===== src/rtl/pwm_ramp_pkg.sv =====
`default_nettype none
// ============================================================================
// Module   : pwm_ramp_pkg
// Purpose  : Shared types and constants for the PWM soft-start sequencer and
//            the PWM generator wrapper.
// Contents : c_SPEED_W     - default speed-select width (matches generator)
//            ramp_state_t  - sequencer state encoding
// Revision : 1.0 - initial release
// ============================================================================
package pwm_ramp_pkg;

    localparam int c_SPEED_W = 3;

    typedef enum logic [1:0] {
        ST_IDLE = 2'd0,
        ST_RAMP = 2'd1,
        ST_HOLD = 2'd2,
        ST_STOP = 2'd3
    } ramp_state_t;

endpackage
`default_nettype wire


===== src/rtl/pwm_dwell_timer.sv =====
`default_nettype none
// ============================================================================
// Module   : pwm_dwell_timer
// Purpose  : Dwell counter for the ramp sequencer. Counts every cycle, wraps
//            to zero after DWELL-1 and flags that last count with a one-cycle
//            tick.
// Ports    : clk   - clock
//            rst_n - asynchronous active-low reset
//            clr   - synchronous clear (count returns to 0)
//            tick  - high while the count equals DWELL-1
// Revision : 1.0 - initial release
// ============================================================================
module pwm_dwell_timer #(
    parameter int DWELL   = 1000,
    parameter int DWELL_W = 16
) (
    input  logic clk,
    input  logic rst_n,
    input  logic clr,
    output logic tick
);

    localparam logic [DWELL_W-1:0] c_LAST = DWELL_W'(DWELL - 1);

    logic [DWELL_W-1:0] r_count;

    assign tick = (r_count == c_LAST);

    // Self-wrapping at the tick keeps the period exactly DWELL cycles
    // without the controller having to request a clear on every step.
    always_ff @(posedge clk or negedge rst_n) begin
        if (!rst_n) begin
            r_count <= '0;
        end else if (clr || tick) begin
            r_count <= '0;
        end else begin
            r_count <= r_count + 1'b1;
        end
    end

endmodule
`default_nettype wire


===== src/rtl/pwm_ramp_ctrl.sv =====
`default_nettype none
// ============================================================================
// Module   : pwm_ramp_ctrl
// Purpose  : Soft-start / soft-stop sequencer for the PWM generator. Moves
//            the speed select one level per dwell period toward the target
//            and ramps to zero before disabling the generator.
// Option   : PWM_RAMP_ESTOP_EN - adds the estop input and sticky fault output
// Ports    : clk, rst_n     - clock, asynchronous active-low reset
//            run            - 1 = run at target, 0 = ramp down and stop
//            target         - requested speed level
//            estop, fault   - emergency stop / sticky indication (option)
//            pwm_en         - generator enable
//            pwm_speed      - current speed level
//            busy           - ramping up/down or stopping
//            at_target      - holding at the requested level
// Revision : 1.0 - initial release
// ============================================================================
module pwm_ramp_ctrl
    import pwm_ramp_pkg::*;
#(
    parameter int SPEED_W = c_SPEED_W,
    parameter int DWELL   = 1000,
    parameter int DWELL_W = 16
) (
    input  logic               clk,
    input  logic               rst_n,
    input  logic               run,
    input  logic [SPEED_W-1:0] target,
`ifdef PWM_RAMP_ESTOP_EN
    input  logic               estop,
    output logic               fault,
`endif
    output logic               pwm_en,
    output logic [SPEED_W-1:0] pwm_speed,
    output logic               busy,
    output logic               at_target
);

    ramp_state_t        r_state;
    logic [SPEED_W-1:0] r_cur;
    logic               r_pwm_en;
    logic               r_busy;
    logic               r_at_target;
    logic               w_tick;
    logic               w_clr;
    logic               w_start;

`ifdef PWM_RAMP_ESTOP_EN
    logic               r_fault;

    // A latched fault blocks restart until run has been released.
    assign w_start = run && !r_fault;
    assign fault   = r_fault;
`else
    assign w_start = run;
`endif

    // The counter only runs while a step or stop dwell is being timed; any
    // state change (or staying parked) restarts the dwell from zero.
    always_comb begin
        w_clr = 1'b1;
        case (r_state)
            ST_RAMP: w_clr = !run || (r_cur == target);
            ST_STOP: w_clr = run;
            default: w_clr = 1'b1;
        endcase
`ifdef PWM_RAMP_ESTOP_EN
        if (estop) begin
            w_clr = 1'b1;
        end
`endif
    end

    pwm_dwell_timer #(
        .DWELL   (DWELL),
        .DWELL_W (DWELL_W)
    ) u_dwell_timer (
        .clk   (clk),
        .rst_n (rst_n),
        .clr   (w_clr),
        .tick  (w_tick)
    );

    // Outputs are registered from the decision made for the next state, so
    // busy/at_target/pwm_en change on the same edge as the state itself.
    always_ff @(posedge clk or negedge rst_n) begin
        if (!rst_n) begin
            r_state     <= ST_IDLE;
            r_cur       <= '0;
            r_pwm_en    <= 1'b0;
            r_busy      <= 1'b0;
            r_at_target <= 1'b0;
`ifdef PWM_RAMP_ESTOP_EN
            r_fault     <= 1'b0;
        end else if (estop) begin
            r_state     <= ST_IDLE;
            r_cur       <= '0;
            r_pwm_en    <= 1'b0;
            r_busy      <= 1'b0;
            r_at_target <= 1'b0;
            r_fault     <= 1'b1;
`endif
        end else begin
`ifdef PWM_RAMP_ESTOP_EN
            if (!run) begin
                r_fault <= 1'b0;
            end
`endif
            case (r_state)
                ST_IDLE: begin
                    r_cur <= '0;
                    if (w_start) begin
                        r_state  <= ST_RAMP;
                        r_pwm_en <= 1'b1;
                        r_busy   <= 1'b1;
                    end
                end
                ST_RAMP: begin
                    if (!run) begin
                        r_state <= ST_STOP;
                    end else if (r_cur == target) begin
                        r_state     <= ST_HOLD;
                        r_busy      <= 1'b0;
                        r_at_target <= 1'b1;
                    end else if (w_tick) begin
                        // Compare against the live target so a mid-ramp
                        // change redirects at the next step.
                        if (r_cur < target) begin
                            r_cur <= r_cur + 1'b1;
                        end else begin
                            r_cur <= r_cur - 1'b1;
                        end
                    end
                end
                ST_HOLD: begin
                    if (!run) begin
                        r_state     <= ST_STOP;
                        r_busy      <= 1'b1;
                        r_at_target <= 1'b0;
                    end else if (target != r_cur) begin
                        r_state     <= ST_RAMP;
                        r_busy      <= 1'b1;
                        r_at_target <= 1'b0;
                    end
                end
                ST_STOP: begin
                    if (run) begin
                        r_state <= ST_RAMP;
                    end else if (w_tick) begin
                        if (r_cur != '0) begin
                            r_cur <= r_cur - 1'b1;
                        end else begin
                            r_state  <= ST_IDLE;
                            r_pwm_en <= 1'b0;
                            r_busy   <= 1'b0;
                        end
                    end
                end
                default: begin
                    r_state     <= ST_IDLE;
                    r_cur       <= '0;
                    r_pwm_en    <= 1'b0;
                    r_busy      <= 1'b0;
                    r_at_target <= 1'b0;
                end
            endcase
        end
    end

    assign pwm_en    = r_pwm_en;
    assign pwm_speed = r_cur;
    assign busy      = r_busy;
    assign at_target = r_at_target;

endmodule
`default_nettype wire


===== config.mk =====
export PLATFORM = sky130hd
export DESIGN_NAME = pwm_ramp_ctrl
export DESIGN_NICKNAME = d
export VERILOG_FILES = /design/src/rtl/pwm_ramp_pkg.sv /design/src/rtl/pwm_dwell_timer.sv /design/src/rtl/pwm_ramp_ctrl.sv
export SDC_FILE = /design/constraint.sdc
export NUM_CORES = 1
export LEC_CHECK = 0
export ABC_AREA = 1
export BUFFER_PORTS_ARGS = -buffer_cell sky130_fd_sc_hd__buf_2
export CORE_MARGIN = 1
export CORE_UTILIZATION = 30
export DETAILED_ROUTE_END_ITERATION = 8
export PLACE_DENSITY_LB_ADDON = 0.2
export REMOVE_ABC_BUFFERS = 1
export SYNTH_ARGS = -nofsm -noshare
export SYNTH_HDL_FRONTEND = slang
export SYNTH_SLANG_ARGS = --single-unit
export TNS_END_PERCENT = 5

===== constraint.sdc =====
create_clock -name clk -period 2 [get_ports clk]
set_input_delay 0.4 -clock clk [delete_from_list [all_inputs] [get_ports clk]]
set_output_delay 0.4 -clock clk [all_outputs]
set_load 0.01 [all_outputs]

==> run summary, run 1 <==
## Clock tree
* **number of CTS-inserted buffers** 3
* **clock-pin transition on the worst setup and hold timing paths** 0.08 ns
* **post-CTS repair timing setup buffer count** 0
* **post-cts sizing count** 0
* **clk_lat worst skew** 0.26 ns
* **Post-CTS Hold Buffers** 0
* **TritonCTS clock tree** done
* **# H-tree levels** 1
* **clock sinks** 24
* **library cell used as clock root buffer** clkbuf_8
* **Clock Tree Buf Depth** 2

## Synthesis
* **synthesized instance count** 226
* **area share of the leading cell type in the synthesized netlist** 36.9%
* **total standard cell area after synthesis** 1630 µm²
* **count of warnings emitted by yosys** 0
* **cell types occupying the most area after synthesis** dfrtp_1 37%, nand2_1 14%, nor2_1 8.3%
* **Yosys top cell by area** dfrtp_1
* **Distinct cells, synth** 30
* **mean post-synth cell area** 7.21 µm²
* **register area share after synthesis** 36.9%
* **number of synthesized register bits** 24

## Global route
* **largest net degree at the start of global routing** 25
* **GRT Residual Overflow** 0
* **number of global-route vias before repair** 1225
* **antenna violations before repair** 0
* **global-route wire length before repair** 5670 µm
* **global routing usage summed across all routing layers** 13.0%

## Drt
* **1st-pass router iterations** 4
* **total length of routed wires** 3170 µm
* **final antenna-violating net count** 0
* **total vias in the final route** 1388
* **number of vias per cell** 4.46
* **wire per inst** 10.2 µm
* **iteration-0 DRC count of the detailed router** 55
* **number of design rule violations left after detail routing** 0

## Critical path
* **critical path class** flip-flop to flip-flop
* **data required time of the critical path** 2.20 ns
* **capture instance of the worst register-to-register path** u_dwell_timer.r_count[12]
* **Critical Path End Type** flip-flop
* **timing startpoint of the critical path** pwm_speed[0]
* **Worst Reg-to-Reg Cells** 9
* **startpoint of the worst register-to-register path** pwm_speed[0]
* **Worst Setup EP** u_dwell_timer.r_count[12]
* **arrival time at the worst endpoint** 1.95 ns
* **flop2flop setup slack** 0.25 ns
* **CP Launch Type** flip-flop
* **crit-path max FO** 10

## Job
* **max-cap viol count** 0

## STA
* **number of hold violations in the final report** 0
* **minimum clock period** 1.75 ns
* **setup TNS** 0 ns
* **unrepaired setup endpoints after global routing** no
* **slack of the critical path** 0.255 ns
* **Max Clock Freq** 573 MHz
* **final cycle utilization of the critical path** 87.3%
* **final number of max-transition violations** 0
* **setup violation total in the final timing report** 0
* **clock skew after layout** 0.00274 ns
* **Worst-Margin Slew** 0.548 ns
* **Slew headroom** 63.5%

## Finish
* **post-route cell area** 1820 µm²
* **Synth-to-Final Area Change** 11.5%
* **Antenna Diode Count** 0
* **filler cell count in the final layout** 549
* **fraction of layout cells with a size suffix above 1** 15.4%
* **Layout Nets** 256

## Placed design
* **dpl ws** 0.163 ns
* **Detailed Place HPWL** 2550 µm
* **Port Buffer Count** 11
* **area of placed instances** 1780 µm²
* **final weighted congestion of routability-driven global placement** 0.866

## Floorplan
* **floorplan core area** 5170 µm²
* **total die area** 5730 µm²
* **Die Span X** 75.7 µm
* **ports placed on the boundary** 12
* **Core Rows** 26
* **starting utilization of the core area** 31.5%
* **floorplan die height** 75.7 µm

## Status
* **status** finished, final reports clean

## Power and ir drop
* **VDD IR-drop max** 0.000308 V
* **pwr/cell area** 1050 nW/µm²
* **LEAKAGE** 0.907 nW

## Min path
* **path category of the worst min-delay check** input port to asynchronous set/reset pin

## Yosys cell counts
master,instances
nand2_1,61
nor2_1,36
inv_1,30
dfrtp_1,24
nand3_1,17
ha_1,7
a21oi_1,6
o21ai_0,5
nand4_1,4
nor2_2,4
nor3_1,4
nor2_4,3
o21ai_2,3
nand2_2,2
nand3_2,2
nand3b_1,2
nor3b_1,2
xnor2_1,2
a21oi_4,1
a31o_2,1
buf_6,1
clkinv_1,1
inv_4,1
nand3_4,1
nor3_2,1
nor3b_2,1
o21ai_1,1
o21bai_1,1
or2_2,1
xor2_1,1
## placed cells by master, fill, tap and decap left out, drive strengths merged
| cell type | n |
|---|---|
| nand2 | 63 |
| inv | 31 |
| clkinv | 1 |
| o21bai | 1 |
| buf | 13 |
| ha | 7 |
| clkbuf | 3 |
| dfrtp | 24 |
| nand4 | 4 |
| a31o | 1 |
| a21oi | 7 |
| xnor2 | 2 |
| nand3b | 2 |
| or2 | 1 |
| nor2 | 43 |
| xor2 | 1 |
| nor3 | 5 |
| nor3b | 3 |
| o21ai | 9 |
| nand3 | 20 |
## kinds of logic after synthesis
group           share of synthesized area, %
fa+ha+maj                               5.38
simple gates                            40.6
flops                                   36.9
buf+inv                                 8.22
compound gates                          7.30
xor+xnor                                1.61
## per-layer routing
metal	up-vias	wire, µm	track usage, %
met5	-	0	0
met4	0	34	4.94
met2	19	1410	18.7
met1	620	1630	19.6
met3	2	100	1.59
li1	747	-	-
## sequential cells by signal, summed over array words and instances (netlist names)
| register | flops |
|---|---|
| pwm_speed | 3 |
| pwm_en | 1 |
| r_state | 2 |
| at_target | 1 |
| u_dwell_timer.r_count | 16 |
| busy | 1 |
## worst min path at each step
stage	to	startpoint	slack (ns)	cells after the start
6_report	u_dwell_timer.r_count[0]	rst_n	0.11	1
2_1_floorplan	at_target	rst_n	0.10	0
3_3_place_gp	u_dwell_timer.r_count[9]	rst_n	0.43	1
5_1_grt	u_dwell_timer.r_count[9]	rst_n	0.16	1
4_1_cts	u_dwell_timer.r_count[0]	rst_n	0.13	1
3_5_place_dp	u_dwell_timer.r_count[9]	rst_n	0.42	1
## power by group
part           total [W]  internal (W)  switching, W
clock network   0.000284      0.000135      0.000149
registers       0.000655      0.000569     0.0000863
logic           0.000977      0.000369      0.000608
## layout make-up
type / count / area (µm²) / area share (%)
Tap cell: 70 / 87.6 / 4.82
Clock buffer: 3 / 41.3 / 2.27
Timing Repair Buffer: 13 / 70.1 / 3.86
Inverter: 32 / 123 / 6.75
Sequential cell: 24 / 601 / 33.1
Multi-Input combinational cell: 169 / 895 / 49.2
## critical path, cell delays in order (launching register included)
cell and delay, ns:
dfrtp_1 0.42, inv_1 0.13, ha_1 0.25, nand3_1 0.13, nand2_1 0.10, a21oi_4 0.18
nand3_4 0.18, inv_4 0.15, o21ai_2 0.07, nor2_2 0.08
## per-stage QoR
step | hold WS (ns) | std cells | power, W | utilization (%)
after floorplan | 0.104 | 225 | 0.00140 | -
after global placement | 0.433 | 308 | 0.00165 | 34.3
after detailed placement | 0.424 | 308 | 0.00166 | 34.3
after CTS | 0.134 | 311 | 0.00195 | 35.1
after global routing | 0.157 | 311 | 0.00214 | 35.1
final | 0.115 | 311 | 0.00192 | 35.1
Note: power is estimated with default switching activity, not from simulation.
==> inputs of run 2 (changes only) <==
--- a/config.mk
+++ b/config.mk
@@ -10,6 +10,7 @@
 export CORE_MARGIN = 1
 export CORE_UTILIZATION = 30
 export DETAILED_ROUTE_END_ITERATION = 8
+export MAX_ROUTING_LAYER = met4
 export PLACE_DENSITY_LB_ADDON = 0.2
 export REMOVE_ABC_BUFFERS = 1
 export SYNTH_ARGS = -nofsm -noshare
==> run 2 against run 1 <==
  * Critical path depth unchanged
  * Combinational power grew 0.6%
  * Maximum frequency hardly changed
  * Clock skew grew 0.00069 ns
  * Count of clock-buffer cells in the layout rose by 1
  * Total power rose by 2.9%
  * Setup slack gained 0.00071 ns
  * Sequential share of layout area is 0.25 points lower
  * Largest power group unchanged
==> run summary, run 2 (synthesized netlist as in run 1, its figures left out) <==
## Job
* **max-cap viol count** 0, unchanged

## STA
* **final number of max-transition violations** 0, unchanged
* **hold slack** 0.107 ns, -0.00727 ns
* **number of hold violations in the final report** 0, unchanged
* **Slew headroom** 63.2%, -0.30 points
* **clock skew after layout** 0.00343 ns, +0.000688 ns
* **Max Clock Freq** 573 MHz, about the same
* **setup violation total in the final timing report** 0, unchanged
* **setup TNS** 0 ns, unchanged
* **minimum clock period** 1.74 ns, -0.000705 ns
* **unrepaired setup endpoints after global routing** no
* **Worst-Margin Slew** 0.553 ns, +0.00448 ns
* **final cycle utilization of the critical path** 87.2%, about the same

## Clock tree
* **number of CTS-inserted buffers** 3, unchanged
* **# H-tree levels** 1, unchanged
* **TritonCTS clock tree** done
* **Post-CTS Hold Buffers** 0, unchanged
* **clock sinks** 24, unchanged
* **library cell used as clock root buffer** clkbuf_8
* **clock-pin transition on the worst setup and hold timing paths** 0.09 ns, about the same
* **post-cts sizing count** 0, unchanged
* **post-CTS repair timing setup buffer count** 0, unchanged
* **Clock Tree Buf Depth** 2, unchanged
* **clk_lat worst skew** 0.27 ns, about the same

## Drt
* **total length of routed wires** 3310 µm, +4.3%
* **wire per inst** 10.6 µm, +4.0%
* **iteration-0 DRC count of the detailed router** 83, +51%
* **1st-pass router iterations** 4, unchanged
* **number of vias per cell** 4.48, +0.33%
* **final antenna-violating net count** 0, unchanged
* **total vias in the final route** 1397, +0.65%
* **number of design rule violations left after detail routing** 0, unchanged

## Global route
* **global routing usage summed across all routing layers** 14.1%, +1.1 points
* **largest net degree at the start of global routing** 25, unchanged
* **antenna violations before repair** 0, unchanged
* **number of global-route vias before repair** 1292, +5.5%
* **global-route wire length before repair** 5940 µm, +4.7%
* **GRT Residual Overflow** 0, unchanged

## Critical path
* **most frequent cell on the critical path** nand2_1
* **CP peak stage delay** 0.41 ns, about the same
* **WP buf/inv** 2, unchanged
* **crit-path max FO** 10, unchanged
* **critical path class** flip-flop to flip-flop
* **critical-path cell list** inv_1 -> ha_1 -> nand3_1 -> nand2_1 -> a21oi_4 -> nand3_4 -> inv_4 -> nand2_1 -> nor2_1
* **CP top delay family** simple AND/OR/NAND/NOR gates
* **data required time of the critical path** 2.20 ns, about the same
* **Critical Path End Type** flip-flop
* **CP Launch Type** flip-flop
* **arrival time at the worst endpoint** 1.95 ns, about the same
* **CP max-delay cell** dfrtp_1

## Floorplan
* **floorplan core area** 5170 µm², unchanged
* **ports placed on the boundary** 12, unchanged
* **floorplan die height** 75.7 µm, unchanged
* **Die Span X** 75.7 µm, unchanged
* **starting utilization of the core area** 31.5%, unchanged
* **Core Rows** 26, unchanged
* **total die area** 5730 µm², unchanged

## Status
* **status** finished, final reports clean

## Finish
* **Layout Nets** 256, unchanged
* **most flop-heavy register** u_dwell_timer.r_count
* **most used cells in the layout excluding fill and tap cells** 61 x nand2_1, 36 x nor2_1, 30 x inv_1
* **Antenna Diode Count** 0, unchanged
* **end-of-flow core utilization** 35.4%, +0.27 points
* **filler cell count in the final layout** 557, +1.5%
* **commonest non-fill, non-tap cell in the layout** nand2_1
* **Synth-to-Final Area Change** 12.4%
* **flip-flop count of the largest register, all copies and words added** 16, unchanged
* **fraction of layout cells with a size suffix above 1** 15.7%, +0.35 points

## Power and ir drop
* **LEAKAGE** 0.914 nW, +0.79%
* **pwr/cell area** 1080 nW/µm², +2.2%
* **VDD IR-drop max** 0.000384 V, +25%

## Placed design
* **final weighted congestion of routability-driven global placement** 0.857, -0.98%
* **Detailed Place HPWL** 2620 µm, +2.8%
* **Port Buffer Count** 11, unchanged

## Min path
* **path category of the worst min-delay check** input port to asynchronous set/reset pin

## run 2: cell types whose count changed in the layout (fill, tap and decap cells not counted), sizes merged
cell,delta
clkbuf,+1
## run 2: path summary, 6_finish.rpt
kind                                            end  cells past startpoint                      from  slack, ns
setup / recovery           u_dwell_timer.r_count[8]                      9              pwm_speed[0]       0.26
hold / removal             u_dwell_timer.r_count[9]                      1                     rst_n       0.11
setup reg to reg           u_dwell_timer.r_count[8]                      9              pwm_speed[0]       0.26
hold reg to reg            u_dwell_timer.r_count[0]                      1  u_dwell_timer.r_count[0]       0.46
max in group asynchronous                 at_target                      1                     rst_n       1.52
min in group clk                             pwm_en                      3                       run       0.44
## run 2: report_power, final
| part | switching (W) | internal (W) |
|---|---|---|
| clock network | 0.000160 | 0.000176 |
| logic | 0.000614 | 0.000369 |
| registers | 0.0000841 | 0.000569 |
## run 2: stage by stage
step           std cells  worst slack (ns)  area (µm²)  power (W)
3_5_place_dp         308             0.172        1780    0.00166
3_3_place_gp         308             0.219        1780    0.00166
5_1_grt              312            0.0605        1830    0.00220
2_1_floorplan        225             0.392        1620    0.00140
4_1_cts              312             0.218        1830    0.00201
6_report             312             0.255        1830    0.00197
## run 2: area by class of cell
type | count | area [µm²] | share of cell area (%)
Clock buffer | 4 | 55.1 | 3.01
Inverter | 32 | 123 | 6.70
Multi-Input combinational cell | 169 | 895 | 48.9
Sequential cell | 24 | 601 | 32.8
Tap cell | 70 | 87.6 | 4.78
Timing Repair Buffer | 13 | 70.1 | 3.83
## run 2: per-layer routing
| metal | global-route usage (%) | wire length [µm] | vias to the layer above |
|---|---|---|---|
| li1 | - | - | 749 |
| met1 | 20.0 | 1690 | 625 |
| met2 | 20.2 | 1500 | 21 |
| met3 | 1.98 | 93 | 2 |
| met4 | 5.14 | 34 | 0 |
| met5 | - | 0 | - |
